### src/rtl/square_wave_pkg.sv
// Shared types and helpers for the square-wave health monitor.
package square_wave_pkg;

  // Per-channel lock FSM states.
  typedef enum logic [1:0] {
    ST_IDLE    = 2'd0,
    ST_ACQUIRE = 2'd1,
    ST_LOCKED  = 2'd2
  } sqw_state_e;

  // Width of the consecutive-good-period counter; must hold 0..OK_CYCLES.
  function automatic int good_cnt_w(input int ok_cycles);
    return (ok_cycles < 1) ? 1 : $clog2(ok_cycles + 1);
  endfunction

endpackage

### src/rtl/sqw_chan_monitor.sv
// One monitor channel: 2-FF synchroniser, optional glitch filter, registered
// rising-edge detect, saturating period counter and lock FSM.
// Optional glitch filter is built when GLITCH_FILTER_EN is defined.
module sqw_chan_monitor
  import square_wave_pkg::*;
#(
  parameter int CNT_W      = 16,
  parameter int MIN_PERIOD = 8,
  parameter int MAX_PERIOD = 12,
  parameter int OK_CYCLES  = 3,
  parameter int FILT_LEN   = 4
) (
  input  logic clk_i,
  input  logic rst_ni,
  input  logic en_i,
  input  logic wave_i,
  output logic state_n_o,
  output logic fault_o
);

  localparam int GW = good_cnt_w(OK_CYCLES);
  localparam logic [CNT_W-1:0] MinP     = CNT_W'(MIN_PERIOD);
  localparam logic [CNT_W-1:0] MaxP     = CNT_W'(MAX_PERIOD);
  localparam logic [CNT_W-1:0] SatP     = CNT_W'(MAX_PERIOD + 1);
  localparam logic [CNT_W-1:0] CntOne   = CNT_W'(1);
  localparam logic [GW-1:0]    GoodLast = GW'(OK_CYCLES - 1);
  localparam logic [GW-1:0]    GoodOne  = GW'(1);

  logic             sync1_q, sync2_q;
  logic             lvl;
  logic             lvl_prev_q, edge_q;
  logic [CNT_W-1:0] cnt_q, cnt_d;
  logic [GW-1:0]    good_cnt_q;
  sqw_state_e       state_q;
  logic             state_n_q, fault_q;
  logic             good, timeout;

  // Two-flop synchroniser; keeps running regardless of enable.
  always_ff @(posedge clk_i or negedge rst_ni) begin
    if (!rst_ni) begin
      sync1_q <= 1'b0;
      sync2_q <= 1'b0;
    end else begin
      sync1_q <= wave_i;
      sync2_q <= sync1_q;
    end
  end

`ifdef GLITCH_FILTER_EN
  localparam int FW = $clog2(FILT_LEN + 1);
  localparam logic [FW-1:0] FiltLast = FW'(FILT_LEN - 1);
  localparam logic [FW-1:0] FiltOne  = FW'(1);

  logic          filt_q;
  logic [FW-1:0] stab_q;

  // Follow the synchronised level only after it differs for FILT_LEN cycles in a row.
  always_ff @(posedge clk_i or negedge rst_ni) begin
    if (!rst_ni) begin
      filt_q <= 1'b0;
      stab_q <= '0;
    end else if (sync2_q == filt_q) begin
      stab_q <= '0;
    end else if (stab_q == FiltLast) begin
      filt_q <= sync2_q;
      stab_q <= '0;
    end else begin
      stab_q <= stab_q + FiltOne;
    end
  end

  assign lvl = filt_q;
`else
  assign lvl = sync2_q;
`endif

  // Registered rising-edge pulse.
  always_ff @(posedge clk_i or negedge rst_ni) begin
    if (!rst_ni) begin
      lvl_prev_q <= 1'b0;
      edge_q     <= 1'b0;
    end else begin
      lvl_prev_q <= lvl;
      edge_q     <= lvl & ~lvl_prev_q;
    end
  end

  // Period counter next value: restart at 1 on an edge, else count up and saturate.
  always_comb begin
    cnt_d = cnt_q;
    if (edge_q)            cnt_d = CntOne;
    else if (cnt_q != SatP) cnt_d = cnt_q + CntOne;
  end

  assign good    = (cnt_q >= MinP) && (cnt_q <= MaxP);
  assign timeout = (cnt_q == SatP) && !edge_q;

  // Lock FSM with registered status and fault outputs aligned to the state register.
  always_ff @(posedge clk_i or negedge rst_ni) begin
    if (!rst_ni) begin
      state_q    <= ST_IDLE;
      cnt_q      <= '0;
      good_cnt_q <= '0;
      state_n_q  <= 1'b1;
      fault_q    <= 1'b0;
    end else begin
      fault_q <= 1'b0;
      if (!en_i) begin
        state_q    <= ST_IDLE;
        cnt_q      <= '0;
        good_cnt_q <= '0;
        state_n_q  <= 1'b1;
      end else begin
        cnt_q <= cnt_d;
        unique case (state_q)
          ST_IDLE: begin
            if (edge_q) begin
              state_q    <= ST_ACQUIRE;
              good_cnt_q <= '0;
            end
          end
          ST_ACQUIRE: begin
            if (edge_q) begin
              if (!good) begin
                good_cnt_q <= '0;
              end else if (good_cnt_q == GoodLast) begin
                state_q    <= ST_LOCKED;
                good_cnt_q <= '0;
                state_n_q  <= 1'b0;
              end else begin
                good_cnt_q <= good_cnt_q + GoodOne;
              end
            end else if (timeout) begin
              state_q <= ST_IDLE;
            end
          end
          ST_LOCKED: begin
            if (edge_q) begin
              if (!good) begin
                state_q    <= ST_ACQUIRE;
                good_cnt_q <= '0;
                state_n_q  <= 1'b1;
                fault_q    <= 1'b1;
              end
            end else if (timeout) begin
              state_q   <= ST_IDLE;
              state_n_q <= 1'b1;
              fault_q   <= 1'b1;
            end
          end
          default: begin
            state_q   <= ST_IDLE;
            state_n_q <= 1'b1;
          end
        endcase
      end
    end
  end

  assign state_n_o = state_n_q;
  assign fault_o   = fault_q;

endmodule

### src/rtl/square_wave_monitor.sv
// Multi-channel square-wave health monitor: CH_NUM independent channel
// monitors plus a registered all-channels-locked flag.
// Optional glitch filter is built when GLITCH_FILTER_EN is defined.
module square_wave_monitor
  import square_wave_pkg::*;
#(
  parameter int CH_NUM     = 4,
  parameter int CNT_W      = 16,
  parameter int MIN_PERIOD = 8,
  parameter int MAX_PERIOD = 12,
  parameter int OK_CYCLES  = 3,
  parameter int FILT_LEN   = 4
) (
  input  logic              iClk,
  input  logic              iRst_n,
  input  logic              iEnable,
  input  logic [CH_NUM-1:0] isquareWave,
  output logic [CH_NUM-1:0] oState_n,
  output logic [CH_NUM-1:0] oFault,
  output logic              oAllOk_n
);

  logic allok_n_q;

  for (genvar c = 0; c < CH_NUM; c++) begin : g_chan
    sqw_chan_monitor #(
      .CNT_W      (CNT_W),
      .MIN_PERIOD (MIN_PERIOD),
      .MAX_PERIOD (MAX_PERIOD),
      .OK_CYCLES  (OK_CYCLES),
      .FILT_LEN   (FILT_LEN)
    ) u_chan (
      .clk_i     (iClk),
      .rst_ni    (iRst_n),
      .en_i      (iEnable),
      .wave_i    (isquareWave[c]),
      .state_n_o (oState_n[c]),
      .fault_o   (oFault[c])
    );
  end

  // Low only when every channel reports locked.
  always_ff @(posedge iClk or negedge iRst_n) begin
    if (!iRst_n) allok_n_q <= 1'b1;
    else         allok_n_q <= |oState_n;
  end

  assign oAllOk_n = allok_n_q;

endmodule

### config.mk
export PLATFORM = sky130hd
export DESIGN_NAME = square_wave_monitor
export DESIGN_NICKNAME = d
export VERILOG_FILES = /design/src/rtl/square_wave_pkg.sv /design/src/rtl/sqw_chan_monitor.sv /design/src/rtl/square_wave_monitor.sv
export SDC_FILE = /design/constraint.sdc
export NUM_CORES = 1
export LEC_CHECK = 0
export CAP_MARGIN = 5
export CORE_ASPECT_RATIO = 1.25
export CORE_MARGIN = 5
export CORE_UTILIZATION = 50
export CTS_CLUSTER_DIAMETER = 30
export DETAILED_ROUTE_END_ITERATION = 16
export PLACE_DENSITY = 0.74
export SLEW_MARGIN = 25
export SYNTH_ARGS = -nofsm -noshare
export SYNTH_HDL_FRONTEND = slang
export SYNTH_HIERARCHICAL = 1
export SYNTH_SLANG_ARGS = --single-unit
### constraint.sdc
create_clock -name iClk -period 1.8 [get_ports iClk]
set_input_delay 0.45 -clock iClk [delete_from_list [all_inputs] [get_ports iClk]]
set_output_delay 0.45 -clock iClk [all_outputs]
set_load 0.02 [all_outputs]
== After elaboration in Yosys (flattened, before gate mapping) ==
Cells that the tools add are included.

* $add $sub $neg: 8
* Order comparisons: 8
* Equal/unequal tests: 72
* Mux-type cells: 132
* Bitwise gates (word level): 8
* Reductions and logical operators: 29

{| class="wikitable"
|+ Operator list
! operator !! count
|-
| $mux 16 || 12
|-
| $mux 2 || 60
|-
| $add 16x1->16 const B || 4
|-
| $eq 16x4->1 const B || 4
|-
| $ge 16x4->1 const B || 4
|-
| $le 16x4->1 const B || 4
|-
| $ne 16x4->1 const B || 4
|-
| $ne 3x2->1 const B || 20
|-
| $mux 1 || 48
|-
| $ne 4x4->1 const B || 12
|-
| $pmux 2 s3 || 8
|-
| $reduce_and 6->1 || 4
|-
| $reduce_and 5->1 || 4
|-
| $eq 2x2->1 const B || 8
|-
| $ne 4x1->1 const B || 4
|-
| $ne 4x2->1 const B || 4
|-
| $reduce_and 4->1 || 4
|-
| $ne 3x1->1 const B || 4
|-
| $ne 3x3->1 const B || 4
|-
| $pmux 1 s3 || 4
|-
| $add 2x1->2 const B || 4
|-
| $eq 2x1->1 const B || 4
|-
| $logic_and 1x1->1 || 8
|-
| $logic_not 2->1 || 4
|-
| other kinds (5) || 17
|}

* Flip-flop bits (word level): 105
* Bits of input ports: 7
* Output and inout bits: 9

== Depth between registers and ports, before layout ==
Gate-level depths: netlist (run 1).

* Depth after elaboration: 6
* Gate-level depth with buffers: 7
* Depth with buffers taken out: 6

== Hierarchy ==
The synthesis (run 1) kept the hierarchy.

{| class="wikitable"
|+ By module, submodules not included
! module !! instances !! cells each !! area an instance (um^2) !! seq. area each (um^2)
|-
| sqw_chan_monitor (g_chan[1].u_chan) || 1 || 147 || 1445.1 || 651.9
|-
| sqw_chan_monitor (g_chan[3].u_chan) || 1 || 141 || 1408.9 || 651.9
|-
| sqw_chan_monitor (g_chan[0].u_chan) || 1 || 137 || 1390.1 || 651.9
|-
| sqw_chan_monitor (g_chan[2].u_chan) || 1 || 150 || 1388.8 || 651.9
|-
| square_wave_monitor || 1 || 2 || 33.8 || 26.3
|}

== Least setup slack after synthesis (run 1) ==
No wires, ideal clock.

* Kind: register to register
* From: register g_chan[2].u_chan.cnt_q[2]
* To: register g_chan[2].u_chan.cnt_q[15]
* Setup time: 0.078 ns
* Arrival time: 1.579 ns
* Data required time: 1.722 ns
* Slack: 0.143 ns
* Stages on the path, launching flop included: 6
* Path buffers: 1
* Period minus slack after synthesis: 1.657 ns
* Path through: dfrtp_1 > and3_1 > buf_4 > or4b_4 > or3_1 > a21oi_1

* Cells in the longest elaborated chain, start to end: 4
* Elaborated cells between the ends (all ways): 6
* Classes of those cells: 1 x add/sub; 2 x eq/ne; 3 x mux

{| class="wikitable"
|+ RTL lines
! element !! line !! text
|-
| start: declaration || sqw_chan_monitor.sv:32 || <nowiki>logic [CNT_W-1:0] cnt_q, cnt_d;</nowiki>
|-
| start signal: assignment || sqw_chan_monitor.sv:114 || <nowiki>cnt_q <= cnt_d;</nowiki>
|-
| $add 16x1->16 || sqw_chan_monitor.sv:92 || <nowiki>else if (cnt_q != SatP) cnt_d = cnt_q + CntOne;</nowiki>
|-
| $mux 16 || sqw_chan_monitor.sv:92 ||
|-
| $mux 16 || sqw_chan_monitor.sv:91 || <nowiki>if (edge_q) cnt_d = CntOne;</nowiki>
|-
| $mux 16 || sqw_chan_monitor.sv:108 || <nowiki>if (!en_i) begin</nowiki>
|}

Parallel ways exist; a longest one is shown, timed or not. The select of a mux whose other input is x is not followed.
A chain may end at the register's enable or synchronous reset.

== Worst setup path in the final report (run 1) ==
* From: register g_chan[3].u_chan.state_n_q
* To: output port oState_n[3]

{| class="wikitable"
|+ RTL lines
! element !! line !! text
|-
| start: declaration || sqw_chan_monitor.sv:35 || <nowiki>logic state_n_q, fault_q;</nowiki>
|-
| start signal: assignment || sqw_chan_monitor.sv:104 || <nowiki>state_n_q <= 1'b1;</nowiki>
|-
| start signal: assignment || sqw_chan_monitor.sv:112 || <nowiki>state_n_q <= 1'b1;</nowiki>
|-
| start signal: assignment || sqw_chan_monitor.sv:129 || <nowiki>state_n_q <= 1'b0;</nowiki>
|-
| end: declaration || square_wave_monitor.sv:18 || <nowiki>output logic [CH_NUM-1:0] oState_n,</nowiki>
|}

No word-level cell between the ends.

==> out/qor.csv, run 1 <==
metric;value;unit
status;completed;
first_global_vias;4459;
internal-power;3480;µW
powerDensity;705;nW/µm²
async_reset_ff_frac;1.00;
yosysTopAreaCell;dfrtp_1;
cts_htree_levels;3;
final-seq-area;2640;µm²
grt_pass1_wl;20100;µm
multiInputGateArea;2870;µm²
route.detailed.drc;0;
drtPass1Iterations;5;
numCtsBuffers;9;
via_per_inst;5.83;
vdd.ir_drop.worst;0.383;mV
pwr-share-clk;0.391;
yosysMostFrequentCell;dfrtp_1;
synth_warnings;6;
synth_top_family_by_area;simple AND/OR/NAND/NOR gates;
tritoncts;yes;
grt_setup_unrepaired;false;
worst_pin_slew;0.427;ns
cts_max_path_buffers;2;
wl_met1;5160;µm
end_kind;output port;
critical_path.slowest_cell;dfstp_2;
drt_first_iter_violations;268;
power_frac_seq;0.539;
std_cell_rows;43;
max_cap_violations;0;
dp_hpwl;8000;µm
pin_count;16;
slew_headroom;0.713;
p_switching;1120;µW
crit_fanout;4;
synth-main-ff-cell;dfrtp_1;
timing.fmax;0.576;GHz
layout.nets;639;
whs;0.0269;ns
cts_sinks;105;
grt_use_total;0.177;
wl_met3;304;µm
dr.max_layer_used;met4;
ant_nets;0;
dp_cells;744;
pre_cts_slack;-0.157;ns
fin_skew;0.00873;ns
dpl_cell_area;6220;µm²
swShare;0.243;
core;11100;µm²
synthTopCellsByArea;dfrtp_1, nor2_1, nand2_1;
instances_no_fill;760;
synth_xor_area_frac;0.0541;
antenna_found_initial;0;
worstPathCellList;dlygate4sd2_1;
syn_inst;577;
power.leakage;0.00286;µW
synth_top_area_share;0.442;
synthTopCellsByCount;dfrtp_1, nor2_1, nand2_1;
nFillCells;930;
grt_start_max_net_pins;35;
cts_root_buffer;clkbuf_16;
fin_ws;0.0627;ns
worstSetupStartpointType;register;
ys_seq_elements;105;
start_util;0.511;
die_y;129;µm
critPathRequiredTime;1.35;ns
synthSimpleGateAreaFrac;0.287;
setup_viol;0;
clk_pin_slew;0.07;ns
die_area;13600;µm²
routedWlPerCell;15.0;µm
io_buffers;15;
ys_seq_area_frac;0.465;
num_vias;4430;
finalHoldViolCount;0;
cp_num_buf_inv;1;
area_growth;15.1;%
synth_area;5670;µm²
clkLatencyLatePin;0.34;ns
routed_wl;11400;µm
synthMuxAreaShare;0.0141;
drv_slew;0;
finalInstanceArea;6520;µm²
path_delay_family;flip-flops;
ys_types;70;
synth_nets;596;
drive_gt1_frac;0.162;
fin_crit_sh;0.965;
hold_class;primary input to asynchronous set/reset pin;
synthAdderAreaFrac;0.0265;
routed-wl-met2;5840;µm
die_x;105;µm
synth-compound-area-share;0.118;
gp_congestion;0.894;
n_antenna_cell;0;
slowest_delay;0.57;ns
critPathKind;register to output port;
avgSynthCellArea;9.82;µm²
gr-total-overflow;0;
p_comb_frac;0.070;
synth-edff-count;0;
fin_crit;1.74;ns
arrival;1.29;ns
==> layout make-up <==
cell class                      count  share of cell area
Inverter                           26              0.0150
Clock inverter                      5             0.00537
Multi-Input combinational cell    422               0.439
Tap cell                          135              0.0259
Sequential cell                   105               0.404
Timing Repair Buffer               56              0.0750
Clock buffer                       11              0.0357
==> stage by stage <==
stage / utilization / setup TNS (ns) / total power, µW
2_1_floorplan: - / 0 / 2680
6_report: 0.589 / 0 / 4600
5_1_grt: 0.589 / 0 / 4810
3_3_place_gp: 0.562 / -0.234 / 2830
4_1_cts: 0.585 / 0 / 4660
3_5_place_dp: 0.562 / -1.13 / 2850
==> logic make-up (layout without fill, tap and decap cells) <==
logic type / Yosys count / count (layout)
buffers and inverters: 50 / 98
AO/OA/AOI/OAI: 101 / 101
flip-flops: 105 / 105
multiplexers: 8 / 8
AND/OR/NAND/NOR: 266 / 266
adder cells (fa/ha/maj): 12 / 12
XOR/XNOR: 35 / 35
==> metal layers <==
layer  vias up  track usage
li1       2171            -
met1      2192        0.226
met2        57        0.301
met3        10       0.0344
met4         0       0.0625
met5         -            0
==> flip-flops by register name, indices dropped and copies added (netlist names) <==
name,count
g_chan.u_chan/sync1_q,4
g_chan.u_chan/fault_o,4
g_chan.u_chan/state_n_o,4
g_chan.u_chan/good_cnt_q,8
g_chan.u_chan/edge_q,4
g_chan.u_chan/lvl_prev_q,4
g_chan.u_chan/state_q,8
g_chan.u_chan/lvl,4
oAllOk_n,1
g_chan.u_chan/cnt_q,64
==> timing repair <==
| item | in CTS | in global routing |
|---|---|---|
| resized for setup | 5 | 7 |
| endpoints found under the setup margin | 5 | 9 |
| gates cloned | 0 | 0 |
| setup buffers | 0 | 0 |
| pin swaps | 0 | 1 |
| hold buffers | 0 | 0 |
==> power groups by stage <==
stage	registers [µW]	clock network, µW	logic (µW)
after floorplan	2490	0	188
final	2480	1800	323
after detailed placement	2520	0	326
after global routing	2490	1950	371
after CTS	2480	1860	329
after global placement	2520	0	312
==> worst paths after layout <==
path,start,to,slack [ns],cells after the start
worst max register to register,g_chan[2].u_chan/cnt_q[1]$_DFFE_PN0P_,g_chan[2].u_chan/cnt_q[15]$_DFFE_PN0P_,0.09,4
min in group iClk,g_chan[3].u_chan/sync1_q$_DFF_PN0_,g_chan[3].u_chan/lvl$_DFF_PN0_,0.35,0
worst min-delay path,iRst_n,g_chan[1].u_chan/cnt_q[9]$_DFFE_PN0P_,0.03,1
worst min register to register,g_chan[3].u_chan/sync1_q$_DFF_PN0_,g_chan[3].u_chan/lvl$_DFF_PN0_,0.35,0
worst max-delay path,g_chan[3].u_chan/state_n_o$_DFFE_PN1P_,oState_n[3],0.06,1
max in group asynchronous,iRst_n,g_chan[1].u_chan/cnt_q[1]$_DFFE_PN0P_,1.19,2
==> layout by cell type, fill, tap and decap left out, drive strengths merged, types with 4 or more instances in the layout <==
cell type and count:
dlygate4sd2 5, clkbuf 11, nand4 26, clkinv 4, dfstp 5, mux2i 8
and4 8, a31oi 11, inv 26, a211oi 4, nor3b 5, clkdlybuf4s50 8
nor4 20, nor3 13, o21a 4, nor2b 14, a21oi 26, and3 12
a41o 4, or3 11, and2 4, nand2b 11, xnor2 16, dfrtp 100
nand3 27, ha 12, o21ai 21, o31ai 4, nor2 54, xor2 19
buf 42, nand2 46, a31o 6
No activity file was read; power rests on OpenSTA's default activity.
==> inputs of run 2 (changes only) <==
--- a/config.mk
+++ b/config.mk
@@ -12,7 +12,7 @@
 export CTS_CLUSTER_DIAMETER = 30
 export DETAILED_ROUTE_END_ITERATION = 16
 export PLACE_DENSITY = 0.74
-export SLEW_MARGIN = 25
+export SLEW_MARGIN = 15
 export SYNTH_ARGS = -nofsm -noshare
 export SYNTH_HDL_FRONTEND = slang
 export SYNTH_HIERARCHICAL = 1
==> results of run 2 <==
The final DEF is identical to that of run 1; final timing and power are the same.
